===== src/rtl/key_led_pkg.sv =====
// Shared constants and helpers for the key/LED front end.
// Optional blink feature is selected with the KEY_LED_BLINK_EN macro in key_led_ctrl.
package key_led_pkg;

  localparam logic MODE_TOGGLE    = 1'b0;
  localparam logic MODE_MOMENTARY = 1'b1;

  localparam int DEF_SCAN_DIV  = 1_000_000;
  localparam int DEF_DB_CNT    = 3;
  localparam int DEF_BLINK_DIV = 50_000_000;

  // Counter width helper: never returns 0 so tiny parameters still give a legal vector.
  function automatic int clog2_min1(input int value);
    return (value <= 2) ? 1 : $clog2(value);
  endfunction

endpackage


===== src/rtl/key_led_ctrl_debounce.sv =====
// One key channel: 2-flop synchroniser, scan-tick debouncer, debounced level and press pulse.
module key_debounce
  import key_led_pkg::*;
#(
  parameter int DB_CNT = DEF_DB_CNT
) (
  input  logic clk,
  input  logic rst_n,
  input  logic key_i,
  input  logic scan_tick_i,
  output logic key_state_o,
  output logic press_pulse_o
);

  localparam int             CW       = clog2_min1(DB_CNT + 1);
  localparam logic [CW-1:0]  CNT_LAST = CW'(DB_CNT - 1);

  logic          sync1_q, sync2_q;
  logic          state_q, state_d;
  logic          state_dly_q;
  logic [CW-1:0] cnt_q, cnt_d;
  logic          pulse_q, pulse_d;

  // The differing sample that would bring cnt to DB_CNT is accepted directly.
  always_comb begin
    state_d = state_q;
    cnt_d   = cnt_q;
    if (scan_tick_i) begin
      if (sync2_q != state_q) begin
        if (cnt_q == CNT_LAST) begin
          state_d = sync2_q;
          cnt_d   = '0;
        end else begin
          cnt_d = cnt_q + CW'(1);
        end
      end else begin
        cnt_d = '0;
      end
    end
  end

  assign pulse_d = state_dly_q & ~state_q;

  always_ff @(posedge clk or negedge rst_n) begin
    if (!rst_n) begin
      sync1_q     <= 1'b1;
      sync2_q     <= 1'b1;
      state_q     <= 1'b1;
      state_dly_q <= 1'b1;
      cnt_q       <= '0;
      pulse_q     <= 1'b0;
    end else begin
      sync1_q     <= key_i;
      sync2_q     <= sync1_q;
      state_q     <= state_d;
      state_dly_q <= state_q;
      cnt_q       <= cnt_d;
      pulse_q     <= pulse_d;
    end
  end

  assign key_state_o   = state_q;
  assign press_pulse_o = pulse_q;

endmodule


===== src/rtl/key_led_ctrl.sv =====
// Multi-channel key debouncer with per-channel toggle/momentary LED drive.
// Define KEY_LED_BLINK_EN to add the blink_en port and the shared blink counter.
module key_led_ctrl
  import key_led_pkg::*;
#(
  parameter int N_CH           = 4,
  parameter int SCAN_DIV       = DEF_SCAN_DIV,
  parameter int DB_CNT         = DEF_DB_CNT,
  parameter int LED_ACTIVE_LOW = 1,
  parameter int BLINK_DIV      = DEF_BLINK_DIV
) (
  input  logic            clk,
  input  logic            rst_n,
  input  logic [N_CH-1:0] key_in,
  input  logic [N_CH-1:0] mode,
`ifdef KEY_LED_BLINK_EN
  input  logic [N_CH-1:0] blink_en,
`endif
  output logic [N_CH-1:0] key_state,
  output logic [N_CH-1:0] press_pulse,
  output logic [N_CH-1:0] led_out
);

  if (N_CH < 1 || N_CH > 16 || SCAN_DIV < 2 || DB_CNT < 1 || DB_CNT > 15 || BLINK_DIV < 1)
  begin : g_param_check
    $error("key_led_ctrl: parameter out of range");
  end

  localparam int            PW        = clog2_min1(SCAN_DIV);
  localparam logic [PW-1:0] SCAN_LAST = PW'(SCAN_DIV - 1);

  logic [PW-1:0]   presc_q, presc_d;
  logic            scan_tick;
  logic [N_CH-1:0] led_lit_q, led_lit_d;
  logic [N_CH-1:0] lit_eff;

  assign scan_tick = (presc_q == SCAN_LAST);
  assign presc_d   = scan_tick ? '0 : presc_q + PW'(1);

  for (genvar i = 0; i < N_CH; i++) begin : g_ch
    key_debounce #(
      .DB_CNT(DB_CNT)
    ) u_db (
      .clk          (clk),
      .rst_n        (rst_n),
      .key_i        (key_in[i]),
      .scan_tick_i  (scan_tick),
      .key_state_o  (key_state[i]),
      .press_pulse_o(press_pulse[i])
    );
  end

  // Mode only selects the update rule, so a mode change keeps the current lit state.
  always_comb begin
    led_lit_d = led_lit_q;
    for (int i = 0; i < N_CH; i++) begin
      if (mode[i] == MODE_MOMENTARY) begin
        led_lit_d[i] = ~key_state[i];
      end else if (press_pulse[i]) begin
        led_lit_d[i] = ~led_lit_q[i];
      end
    end
  end

  always_ff @(posedge clk or negedge rst_n) begin
    if (!rst_n) begin
      presc_q   <= '0;
      led_lit_q <= '0;
    end else begin
      presc_q   <= presc_d;
      led_lit_q <= led_lit_d;
    end
  end

`ifdef KEY_LED_BLINK_EN
  localparam int            BW         = clog2_min1(BLINK_DIV);
  localparam logic [BW-1:0] BLINK_LAST = BW'(BLINK_DIV - 1);

  logic [BW-1:0] blink_cnt_q, blink_cnt_d;
  logic          blink_phase_q, blink_phase_d;

  always_comb begin
    blink_cnt_d   = blink_cnt_q + BW'(1);
    blink_phase_d = blink_phase_q;
    if (blink_cnt_q == BLINK_LAST) begin
      blink_cnt_d   = '0;
      blink_phase_d = ~blink_phase_q;
    end
  end

  always_ff @(posedge clk or negedge rst_n) begin
    if (!rst_n) begin
      blink_cnt_q   <= '0;
      blink_phase_q <= 1'b1;
    end else begin
      blink_cnt_q   <= blink_cnt_d;
      blink_phase_q <= blink_phase_d;
    end
  end

  assign lit_eff = led_lit_q & ~(blink_en & ~{N_CH{blink_phase_q}});
`else
  assign lit_eff = led_lit_q;
`endif

  assign led_out = (LED_ACTIVE_LOW != 0) ? ~lit_eff : lit_eff;

endmodule


===== config.mk =====
export PLATFORM = sky130hd
export DESIGN_NAME = key_led_ctrl
export DESIGN_NICKNAME = d
export VERILOG_FILES = /design/src/rtl/key_led_pkg.sv /design/src/rtl/key_led_ctrl_debounce.sv /design/src/rtl/key_led_ctrl.sv
export SDC_FILE = /design/constraint.sdc
export NUM_CORES = 1
export LEC_CHECK = 0
export BUFFER_PORTS_ARGS = -buffer_cell sky130_fd_sc_hd__buf_2
export CORE_ASPECT_RATIO = 1.75
export CORE_MARGIN = 4
export CORE_UTILIZATION = 45
export CTS_BUF_LIST = sky130_fd_sc_hd__clkbuf_2 sky130_fd_sc_hd__clkbuf_4 sky130_fd_sc_hd__clkbuf_8
export CTS_CLUSTER_DIAMETER = 60
export CTS_CLUSTER_SIZE = 20
export DETAILED_ROUTE_END_ITERATION = 6
export PLACE_DENSITY = 0.64
export SYNTH_ARGS = -nofsm -noshare
export SYNTH_HDL_FRONTEND = slang
export SYNTH_HIERARCHICAL = 1
export SYNTH_SLANG_ARGS = --single-unit

===== constraint.sdc =====
create_clock -name clk -period 3.05 [get_ports clk]
set_input_delay 0.61 -clock clk [delete_from_list [all_inputs] [get_ports clk]]
set_output_delay 0.61 -clock clk [all_outputs]
set_load 0.005 [all_outputs]

### Word-level counts from Yosys, hierarchy flattened

Cells that the tools add are included.

| storage, ports and cells | value |
|---|---|
| register bits after elaboration | 52 |
| memories | 0 |
| output and inout port bits | 12 |
| latch bits | 0 |
| ROM bits | 0 |
| input bits | 10 |
| memory bits (writable) | 0 |

| operators by class | value |
|---|---|
| multiply operators | 0 |
| equality and inequality tests | 9 |
| $add $sub $neg | 5 |
| shift operators | 0 |
| divide/modulo/power cells | 0 |
| $lt $le $gt $ge | 0 |
| bitwise operators | 13 |
| multiplexer cells | 17 |
| reductions and logical operators | 8 |

Operators with widths:

| cell | number |
|---|---|
| 20-bit by 1-bit adder with 20-bit output (second input constant) | 1 |
| 20-bit equality test (second input constant) | 1 |
| 20-bit two-way mux | 1 |
| 2-bit two-way mux | 8 |
| 3-bit AND reduction | 4 |
| 2-bit by 1-bit adder with 2-bit output (second input constant) | 4 |
| 2-bit equality test (second input constant) | 4 |
| 1-bit two-way mux | 8 |
| 1-bit inverter | 8 |
| 2-bit nonzero test | 4 |
| 1-bit AND | 4 |
| 1-bit inequality test | 4 |
| 4-bit inverter | 1 |

### Longest topological paths before layout

Gate-level depths: netlist of run 1.

| depth | value |
|---|---|
| word-level depth | 3 |
| mapped depth | 7 |
| gate-level depth less buffers | 6 |

### Hierarchy

Netlist of run 1, hierarchy kept.

Modules (own cells, without submodules):

| module | area each (um2) | sequential area each (um2) | cells an instance | times used |
|---|---|---|---|---|
| key_led_ctrl | 1,174.9 | 600.6 | 111 | 1 |
| key_debounce | 250.2 | 180.2 | 17 | 4 |

### Worst setup path after synthesis of run 1

OpenSTA, ideal clock, no wires.

| timing path | value |
|---|---|
| path kind | register to register |
| start point | reg presc_q[0] |
| end point | reg g_ch[0].u_db.cnt_q[0] |
| slack | 0.646 ns |
| arrival time | 2.322 ns |
| path buffers | 1 |
| cell stages (with the launch flop) | 8 |
| path through | dfrtp_1 -> ha_1 -> nand3_2 -> or2_1 -> buf_2 -> nor4_4 -> or3b_1 -> o22ai_1 |

| on the way | value |
|---|---|
| longest elaborated chain between the ends | 1 |

Ends and longest elaborated chain:

| what | line | text |
|---|---|---|
| start: declaration | key_led_ctrl.sv:32 | `logic [PW-1:0] presc_q, presc_d;` |
| start signal: assignment | key_led_ctrl.sv:70 | `presc_q <= presc_d;` |
| 20-bit equality test | key_led_ctrl.sv:37 | `assign scan_tick = (presc_q == SCAN_LAST);` |
| net scan_tick | key_led_ctrl.sv:33 | `logic scan_tick;` |
| end signal: assignment | key_led_ctrl_debounce.sv:57 | `cnt_q <= cnt_d;` |
| end: declaration | key_led_ctrl_debounce.sv:21 | `logic [CW-1:0] cnt_q, cnt_d;` |

The timed path passes the listed nets, and every way through them passes these cells.
A chain may end at the register's enable or synchronous reset.

### Worst setup path after layout of run 1

Ends and elaborated chain as after synthesis.

==> results.py, run 1 <==
metrics = {
    "timing": {
        "max_freq_mhz": 444,
        "period_minus_slack_ns": 2.25,
        "setup_slack_ns": 0.795,
        "tightest_slew_ns": 1.05,
        "whs_ns": 0.348,
        "rsz0062_at_grt": "no",
        "hold_viol": 0,
        "slew_headroom_pct": 30.0,
        "finalCritPeriodShare_pct": 73.9,
        "setup_viol": 0,
        "fin_skew_ns": 0.00935,
        "slew_violations": 0,
        "tns_ns": 0,
    },
    "synth": {
        "synth_area_per_cell_um2": 12.2,
        "ys_types": 30,
        "ys_async_sr_fraction_pct": 100,
        "ys_warn_count": 6,
        "syn_area_um2": 2180,
        "ys.flop_type": "dfrtp_1",
        "synth.area.top_cells": "dfrtp_1 (41%), dfstp_2 (19%), xor2_1 (4.8%), xnor2_1 (4.0%), nand3b_1 (3.5%)",
        "synth_top_area_share_pct": 41.4,
        "synth_edf_count": 0,
        "yosysSeqAreaShare_pct": 60.7,
        "ys_seq_elements": 52,
        "synthesis.nets": 190,
        "syn_inst": 179,
        "yosysTopAreaCell": "dfrtp_1",
    },
    "floorplan": {
        "coreArea_um2": 4670,
        "row_count": 33,
        "pin_count": 22,
        "dieWidth_um": 60.6,
        "start_util_pct": 46.6,
        "fp.dieH_um": 100,
        "dieArea_um2": 6060,
    },
    "status": {
        "status": "complete, no violations",
    },
    "finish": {
        "final_util_pct": 52.2,
        "drive_gt1_share_pct": 26.4,
        "layout_common_cells": "dfrtp_1 (36), buf_2 (21), dfstp_2 (16)",
        "nNetsFinal": 219,
        "diodes": 0,
        "area.growth.synth_to_final_pct": 12.0,
        "multi_input_area_um2": 797,
        "layout.cells.non_filler": 260,
        "layout_commonest_cell": "dfrtp_1",
        "fillers": 418,
        "regArea_um2": 1320,
    },
    "detailed_routing": {
        "remaining_drc_errors": 0,
        "vias": 1435,
        "wl_per_cell_um": 14.3,
        "dr.first_iter.drc_count": 61,
        "drt_wl_total_um": 3720,
        "dr.pass1.iters": 4,
        "ant_nets": 0,
        "viasPerCell": 5.52,
    },
    "clock_tree": {
        "path_clk_slew_ns": 0.09,
        "post_cts_resized": 0,
        "cts.path.max_buffers": 2,
        "h-tree-depth": 2,
        "hold_buffers": 0,
        "clkLatencyLatePin_ns": 0.30,
        "clockRootBuffer": "clkbuf_8",
        "cts_setup_buffers": 0,
        "cts_tree": "built",
        "cts_buffers": 5,
        "cts.sink_count": 52,
    },
    "placed_design": {
        "pre_cts_slack_ns": 0.795,
        "dp_hpwl_um": 2630,
        "numPortBuffers": 21,
        "dp.cells": 253,
        "gp_congestion": 0.862,
    },
    "global_routing": {
        "grt_max_degree": 50,
        "global_route.usage.total_pct": 13.9,
        "grt_pass1_vias": 1532,
        "grt_pass1_wl_um": 6500,
        "antenna_found_initial": 0,
        "grt-ovfl-total": 0,
    },
    "critical_path": {
        "required_ns": 3.26,
        "r2r-start": "presc_q[0]$_DFF_PN0_",
        "crit_path_start": "presc_q[0]$_DFF_PN0_",
        "critPathMaxFanout": 28,
        "crit_arrival_ns": 2.47,
        "crit_type": "flip-flop to flip-flop",
        "start_kind": "flip-flop",
        "max_stage_delay_ns": 0.39,
        "crit_slowest_cell": "dfrtp_1",
        "crit_path_end_kind": "flip-flop",
        "worstPathCellList": "ha_1 -> nand3_2 -> or2_1 -> nor4_4 -> buf_4 -> or3b_1 -> o22ai_1",
    },
    "hold_path": {
        "hold_path.class": "flip-flop to flip-flop",
        "hold_start": "g_ch[1].u_db/sync1_q$_DFF_PN1_",
    },
    "power": {
        "power.leakage_nw": 1.11,
        "power.density_nw_per_um2": 448,
        "ir_drop_v": 0.000269,
    },
    "flow_run": {
        "cap_violations": 0,
    },
}
Yosys cell counts (5+ instances only):
master,number
xor2_1,12
and3_1,6
nor4b_1,6
a21oi_1,5
dfstp_2,16
xnor2_1,10
nor2b_1,5
inv_1,14
o22ai_1,10
nand3b_1,10
nand4_1,5
nor2_1,15
dfrtp_1,36
cell families (layout without fill, tap and decap cells):
family / after synthesis / after routing / synth area share (%)
AND/OR/NAND/NOR: 68 / 68 / 20.4
flip-flops: 52 / 52 / 60.7
XOR/XNOR: 22 / 22 / 8.86
multiplexers: 4 / 4 / 2.07
adder cells (fa/ha/maj): 1 / 1 / 0.575
buffers and inverters: 15 / 44 / 2.64
AO/OA/AOI/OAI: 17 / 17 / 4.77
registers in the layout (all words and copies together), names as in the netlist:
register                 flops
led_lit_q                    4
g_ch.u_db/cnt_q              8
g_ch.u_db/sync2_q            4
g_ch.u_db/key_state_o        4
g_ch.u_db/sync1_q            4
g_ch.u_db/press_pulse_o      4
g_ch.u_db/state_dly_q        4
presc_q                     20
critical path: cells and delay by family (launching register included):
kind	cells	cell delay (ns)
flip-flops	1	0.39
AND/OR/NAND/NOR	4	1.12
AO/OA/AOI/OAI	1	0.14
adder cells (fa/ha/maj)	1	0.21
buffers and inverters	1	0.31
through the flow:
stage	total power, W	instance area (um2)
final	0.00109	2440
after global routing	0.00114	2440
after CTS	0.00111	2440
after detailed placement	0.000740	2360
after global placement	0.000737	2360
after floorplan	0.000717	2180
per-layer routing:
| metal | wire (um) | track usage [%] |
|---|---|---|
| met5 | 0 | 0 |
| met2 | 1970 | 24.4 |
| met3 | 123 | 2.70 |
| met4 | 97 | 6.84 |
| met1 | 1530 | 15.3 |
worst paths after layout:
check	endpoint	slack, ns	depth (start not counted)
hold / removal	g_ch[1].u_db/sync2_q$_DFF_PN1_	0.35	0
hold reg to reg	g_ch[1].u_db/sync2_q$_DFF_PN1_	0.35	0
max in group asynchronous	g_ch[1].u_db/sync1_q$_DFF_PN1_	1.78	2
setup reg to reg	g_ch[0].u_db/cnt_q[0]$_DFFE_PN0P_	0.80	7
setup / recovery	g_ch[0].u_db/cnt_q[0]$_DFFE_PN0P_	0.80	7
min in group asynchronous	g_ch[2].u_db/press_pulse_o$_DFF_PN0_	0.48	1
cell type report:
type | instances | share of cell area (%)
multi-input combinational | 112 | 32.7
clock inverter | 1 | 0.205
timing repair buffer | 23 | 4.93
inverter | 14 | 2.16
sequential | 52 | 54.2
clock buffer | 6 | 3.13
tap | 52 | 2.67
power breakdown:
part,switching [W],leakage (nW),internal (W),total [W]
Sequential,0.00000284,0.634,0.000699,0.000702
Clock,0.000203,0.0445,0.000165,0.000368
Combinational,0.0000160,0.428,0.00000710,0.0000231
Total,0.000221,1.11,0.000872,0.00109
Power figures use the tool's default switching activity.
==> inputs of run 2 (changes only) <==
==> constraint.sdc (replaced) <==
create_clock -name clk -period 2.2 [get_ports clk]
set_input_delay 0.44 -clock clk [delete_from_list [all_inputs] [get_ports clk]]
set_output_delay 0.44 -clock clk [all_outputs]
set_load 0.005 [all_outputs]
==> run 2 against run 1 <==
Critical path depth stayed put. Clock skew is 0.00071 ns lower. Non-clock buffer count is 4 higher. Global-route usage is 1.2 points higher. Worst setup slack worse by 0.66 ns. Flip-flop and latch count stayed put. Core utilization is 2.3 points higher. Combinational power is 53% higher. First-iteration DRC count is 34% lower. Clock power is 56% higher. Largest power group unchanged.
==> results.py, run 2 (synthesized netlist as in run 1, its figures left out) <==
metrics = {
    "critical_path": {
        "crit_path_start": "presc_q[1]$_DFF_PN0_",
        "r2r_end": "g_ch[1].u_db/cnt_q[0]$_DFFE_PN0P_",
        "start_kind": "flip-flop",
        "crit_path_end_kind": "flip-flop",
        "critPathMaxFanout": 14,
        "ff2ff_setup_slack_ns": 0.14,
        "required_ns": 2.43,
        "crit_arrival_ns": 2.29,
        "crit_type": "flip-flop to flip-flop",
        "rr_worst_depth": 7,
        "r2r-start": "presc_q[1]$_DFF_PN0_",
    },
    "timing": {
        "slew_headroom_pct": 46.6,
        "slew_violations": 0,
        "fin_skew_ns": 0.00864,
        "rsz0062_at_grt": "no",
        "finalCritPeriodShare_pct": 93.8,
        "whs_ns": 0.120,
        "setup_viol": 0,
        "period_minus_slack_ns": 2.06,
        "max_freq_mhz": 484,
        "hold_viol": 0,
        "tightest_slew_ns": 0.790,
    },
    "detailed_routing": {
        "viasPerCell": 5.39,
        "remaining_drc_errors": 0,
        "dr.first_iter.drc_count": 40,
        "ant_nets": 0,
        "dr.pass1.iters": 4,
        "vias": 1428,
        "wl_per_cell_um": 15.6,
        "drt_wl_total_um": 4140,
    },
    "status": {
        "status": "complete, no violations",
    },
    "finish": {
        "regMostFlops": "presc_q",
        "fillers": 404,
        "final_util_pct": 54.5,
        "final_cell_area_um2": 2540,
        "nNetsFinal": 223,
        "area.growth.synth_to_final_pct": 16.9,
        "drive_gt1_share_pct": 30.0,
        "multi_input_area_um2": 815,
        "regArea_um2": 1320,
        "largest_register_ffs": 20,
        "layout_common_cells": "dfrtp_1 (36), buf_2 (21), dfstp_2 (16)",
        "diodes": 0,
        "layout_commonest_cell": "dfrtp_1",
        "reg_top3": "presc_q x20, g_ch.u_db/cnt_q x8",
    },
    "power": {
        "power.leakage_nw": 1.15,
        "power.density_nw_per_um2": 623,
        "ir_drop_v": 0.000424,
    },
    "flow_run": {
        "cap_violations": 0,
    },
    "clock_tree": {
        "cts_buffers": 5,
        "clockRootBuffer": "clkbuf_8",
        "h-tree-depth": 2,
        "hold_buffers": 0,
        "clkLatencyLatePin_ns": 0.31,
        "cts_tree": "built",
        "cts.path.max_buffers": 2,
        "cts.sink_count": 52,
        "path_clk_slew_ns": 0.10,
    },
    "placed_design": {
        "gp_congestion": 0.815,
        "numPortBuffers": 21,
        "dp_hpwl_um": 2760,
        "post_dp_cell_area_um2": 2390,
    },
    "floorplan": {
        "start_util_pct": 46.6,
        "dieArea_um2": 6060,
        "row_count": 33,
        "pin_count": 22,
        "dieWidth_um": 60.6,
        "fp.dieH_um": 100,
        "coreArea_um2": 4670,
    },
    "global_routing": {
        "grt_pass1_vias": 1518,
        "global_route.usage.total_pct": 15.1,
        "grt_pass1_wl_um": 6810,
        "grt_max_degree": 29,
        "grt-ovfl-total": 0,
        "antenna_found_initial": 0,
    },
    "hold_path": {
        "hold_path.class": "primary input to async pin",
    },
}
-- run 2: worst max-delay path by stage --
stage	end	slack, ns	cells past startpoint
after floorplan	g_ch[0].u_db/cnt_q[0]$_DFFE_PN0P_	-0.06	7
after global placement	g_ch[2].u_db/cnt_q[0]$_DFFE_PN0P_	0.25	7
after detailed placement	g_ch[1].u_db/cnt_q[0]$_DFFE_PN0P_	0.08	7
after CTS	g_ch[1].u_db/cnt_q[0]$_DFFE_PN0P_	0.06	7
after global routing	g_ch[1].u_db/cnt_q[0]$_DFFE_PN0P_	0.001	7
final	g_ch[1].u_db/cnt_q[0]$_DFFE_PN0P_	0.14	7
-- run 2: what timing repair did --
item | 4_1_cts | 5_1_grt
endpoints found under the setup margin | 0 | 2
buffers inserted | 0 | 2
resized for setup | 0 | 3
-- run 2: cell type report --
cell class | count | share of cell area (%)
Inverter | 14 | 2.07
Timing Repair Buffer | 27 | 7.58
Sequential cell | 52 | 51.9
Multi-Input combinational cell | 112 | 32.0
Clock inverter | 2 | 0.590
Tap cell | 52 | 2.56
Clock buffer | 6 | 3.25
-- run 2: where the power goes --
group,internal [W],switching [W],total [W]
sequential,0.000969,0.00000411,0.000974
clock,0.000255,0.000320,0.000575
combinational,0.0000123,0.0000231,0.0000354
-- run 2: metrics by stage --
step	cells	worst slack, ns	power, W	setup TNS [ns]
2_1_floorplan	179	-0.0617	0.000995	-0.288
3_3_place_gp	254	0.254	0.00103	0
3_5_place_dp	254	0.0828	0.00103	0
4_1_cts	262	0.0630	0.00160	0
5_1_grt	265	0.00138	0.00164	0
6_report	265	0.136	0.00158	0
-- run 2: routing by layer --
metal	global-route usage, %	part of all wire, %	up-vias
li1	-	-	686
met1	17.3	38	701
met2	24.8	56	34
met3	3.35	3.8	7
met4	9.18	2.8	0
met5	0	0	-
-- run 2: worst max-delay path, stage by stage, from the launching register on --
cell     delay, ns
dfrtp_1       0.38
ha_2          0.20
nand3_2       0.14
or2_4         0.30
nor4_4        0.30
buf_12        0.18
or3b_1        0.37
o22ai_2       0.11
==> inputs of run 3 (changes only) <==
--- a/config.mk
+++ b/config.mk
@@ -8,12 +8,13 @@
 export BUFFER_PORTS_ARGS = -buffer_cell sky130_fd_sc_hd__buf_2
 export CORE_ASPECT_RATIO = 1.75
 export CORE_MARGIN = 4
-export CORE_UTILIZATION = 45
+export CORE_UTILIZATION = 60
 export CTS_BUF_LIST = sky130_fd_sc_hd__clkbuf_2 sky130_fd_sc_hd__clkbuf_4 sky130_fd_sc_hd__clkbuf_8
 export CTS_CLUSTER_DIAMETER = 60
 export CTS_CLUSTER_SIZE = 20
 export DETAILED_ROUTE_END_ITERATION = 6
-export PLACE_DENSITY = 0.64
+export PLACE_DENSITY = 0.81
+export SKIP_LAST_GASP = 1
 export SYNTH_ARGS = -nofsm -noshare
 export SYNTH_HDL_FRONTEND = slang
 export SYNTH_HIERARCHICAL = 1
==> run 3 against run 2 <==
Maximum frequency down 0.14%. Global-route usage up 4.5 points. Worst setup slack worse by 0.0030 ns. Clock-buffer cell count down 1. Die area down 23%.
==> results.py, run 3 (synthesized netlist as in run 1, its figures left out) <==
metrics = {
    "status": {
        "status": "complete, no violations",
    },
    "clock_tree": {
        "path_clk_slew_ns": 0.09,
        "cts.sink_count": 52,
        "clockRootBuffer": "clkbuf_8",
        "cts_buffers": 5,
        "cts.path.max_buffers": 2,
        "cts_tree": "built",
        "h-tree-depth": 2,
        "clkLatencyLatePin_ns": 0.30,
    },
    "floorplan": {
        "dieArea_um2": 4690,
        "pin_count": 22,
        "start_util_pct": 63.4,
        "coreArea_um2": 3430,
        "row_count": 28,
        "fp.dieH_um": 87.7,
        "dieWidth_um": 53.5,
    },
    "global_routing": {
        "grt-ovfl-total": 0,
        "antenna_found_initial": 0,
        "grt_pass1_vias": 1532,
        "grt_pass1_wl_um": 6710,
        "global_route.usage.total_pct": 19.6,
        "grt_max_degree": 43,
    },
    "power": {
        "power.share.clock_pct": 34.5,
        "seqPwrFrac_pct": 63.3,
        "switchingPower_w": 0.000331,
        "power.density_nw_per_um2": 621,
        "ir_drop_v": 0.000565,
        "intPower_w": 0.00121,
        "switching_share_pct": 21.5,
        "combPwrFrac_pct": 2.2,
        "power.leakage_nw": 1.12,
    },
    "finish": {
        "multi_input_area_um2": 802,
        "layout.cells.non_filler": 256,
        "final_util_pct": 72.1,
        "layout_common_cells": "dfrtp_1 (36), buf_2 (21), dfstp_2 (16)",
        "diodes": 0,
        "fillers": 247,
        "largest_register_ffs": 20,
        "nNetsFinal": 221,
        "layout_commonest_cell": "dfrtp_1",
        "regMostFlops": "presc_q",
        "reg_top3": "presc_q x20, g_ch.u_db/cnt_q x8",
        "drive_gt1_share_pct": 28.0,
        "regArea_um2": 1320,
        "area.growth.synth_to_final_pct": 13.7,
    },
    "critical_path": {
        "rr_worst_depth": 7,
        "start_kind": "flip-flop",
        "crit_arrival_ns": 2.29,
        "crit_type": "flip-flop to flip-flop",
        "required_ns": 2.42,
        "crit_path_end_kind": "flip-flop",
        "critPathMaxFanout": 28,
        "ff2ff_setup_slack_ns": 0.13,
    },
    "placed_design": {
        "numPortBuffers": 21,
        "dp.cells": 247,
        "gp_congestion": 0.871,
        "dp_hpwl_um": 2720,
    },
    "detailed_routing": {
        "remaining_drc_errors": 0,
        "vias": 1452,
        "dr.first_iter.drc_count": 24,
        "viasPerCell": 5.67,
        "wl_per_cell_um": 15.0,
        "drt_wl_total_um": 3850,
        "dr.pass1.iters": 4,
        "ant_nets": 0,
    },
    "timing": {
        "max_freq_mhz": 484,
        "hold_viol": 0,
        "setup_viol": 0,
        "rsz0062_at_grt": "no",
        "slew_headroom_pct": 48.0,
        "period_minus_slack_ns": 2.07,
        "tightest_slew_ns": 0.769,
        "finalCritPeriodShare_pct": 94.0,
        "slew_violations": 0,
        "fin_skew_ns": 0.00703,
    },
    "hold_path": {
        "holdPathStages": 1,
        "hold_path.class": "primary input to flip-flop",
    },
    "flow_run": {
        "cap_violations": 0,
    },
}
-- run 3: final cells by class --
cell class / instances / share of cell area, %
clock buffers: 5 / 2.78
clock inverters: 3 / 0.961
inverters: 14 / 2.12
multi-input cells: 112 / 32.4
flip-flops and latches: 52 / 53.4
well taps: 45 / 2.28
repair buffers: 25 / 6.07
-- run 3: path summary, 6_finish.rpt --
path / start / endpoint
min reg2reg: g_ch[1].u_db/sync1_q$_DFF_PN1_ / g_ch[1].u_db/sync2_q$_DFF_PN1_
min: key_in[1] / g_ch[1].u_db/sync1_q$_DFF_PN1_
max: presc_q[0]$_DFF_PN0_ / g_ch[3].u_db/cnt_q[0]$_DFFE_PN0P_
min in group asynchronous: rst_n / presc_q[17]$_DFF_PN0_
max in group asynchronous: rst_n / g_ch[0].u_db/state_dly_q$_DFF_PN1_
max reg2reg: presc_q[0]$_DFF_PN0_ / g_ch[3].u_db/cnt_q[0]$_DFFE_PN0P_
-- run 3: metal layers --
layer	vias to the layer above	wire, um	global-route usage, %
met2	38	2090	33.0
li1	685	-	-
met5	-	0	0
met3	15	144	4.09
met1	714	1470	22.3
met4	0	150	11.2
-- run 3: critical path, cell delays in order (launching register included) --
cell	delay [ns]
dfrtp_1	0.40
ha_2	0.21
nand3_2	0.15
or2_4	0.30
nor4_4	0.21
buf_12	0.21
or3b_1	0.37
o22ai_1	0.14
-- run 3: power groups by stage --
stage	clock [W]	sequential, W	combinational (W)
after floorplan	0	0.000990	0.00000465
after global placement	0	0.000990	0.0000315
after detailed placement	0	0.000991	0.0000329
after CTS	0.000553	0.000973	0.0000346
after global routing	0.000595	0.000974	0.0000387
final	0.000530	0.000973	0.0000332
-- run 3: what timing repair did --
| item | CTS | global route |
|---|---|---|
| setup buffers | 0 | 0 |
| endpoints found under the hold margin | 4 | 0 |
| resized for setup | 0 | 1 |
| hold buffers | 1 | 0 |
| setup endpoints to repair | 0 | 3 |
-- run 3: metrics by stage --
stage	setup TNS, ns	total power [W]	area, um2	worst slack, ns	hold slack [ns]
2_1_floorplan	-0.288	0.000995	2180	-0.0617	0.144
3_3_place_gp	0	0.00102	2370	0.271	0.298
3_5_place_dp	0	0.00102	2370	0.138	0.312
4_1_cts	0	0.00156	2470	0.0988	0.218
5_1_grt	0	0.00161	2470	0.0231	0.211
6_report	0	0.00154	2470	0.133	0.230
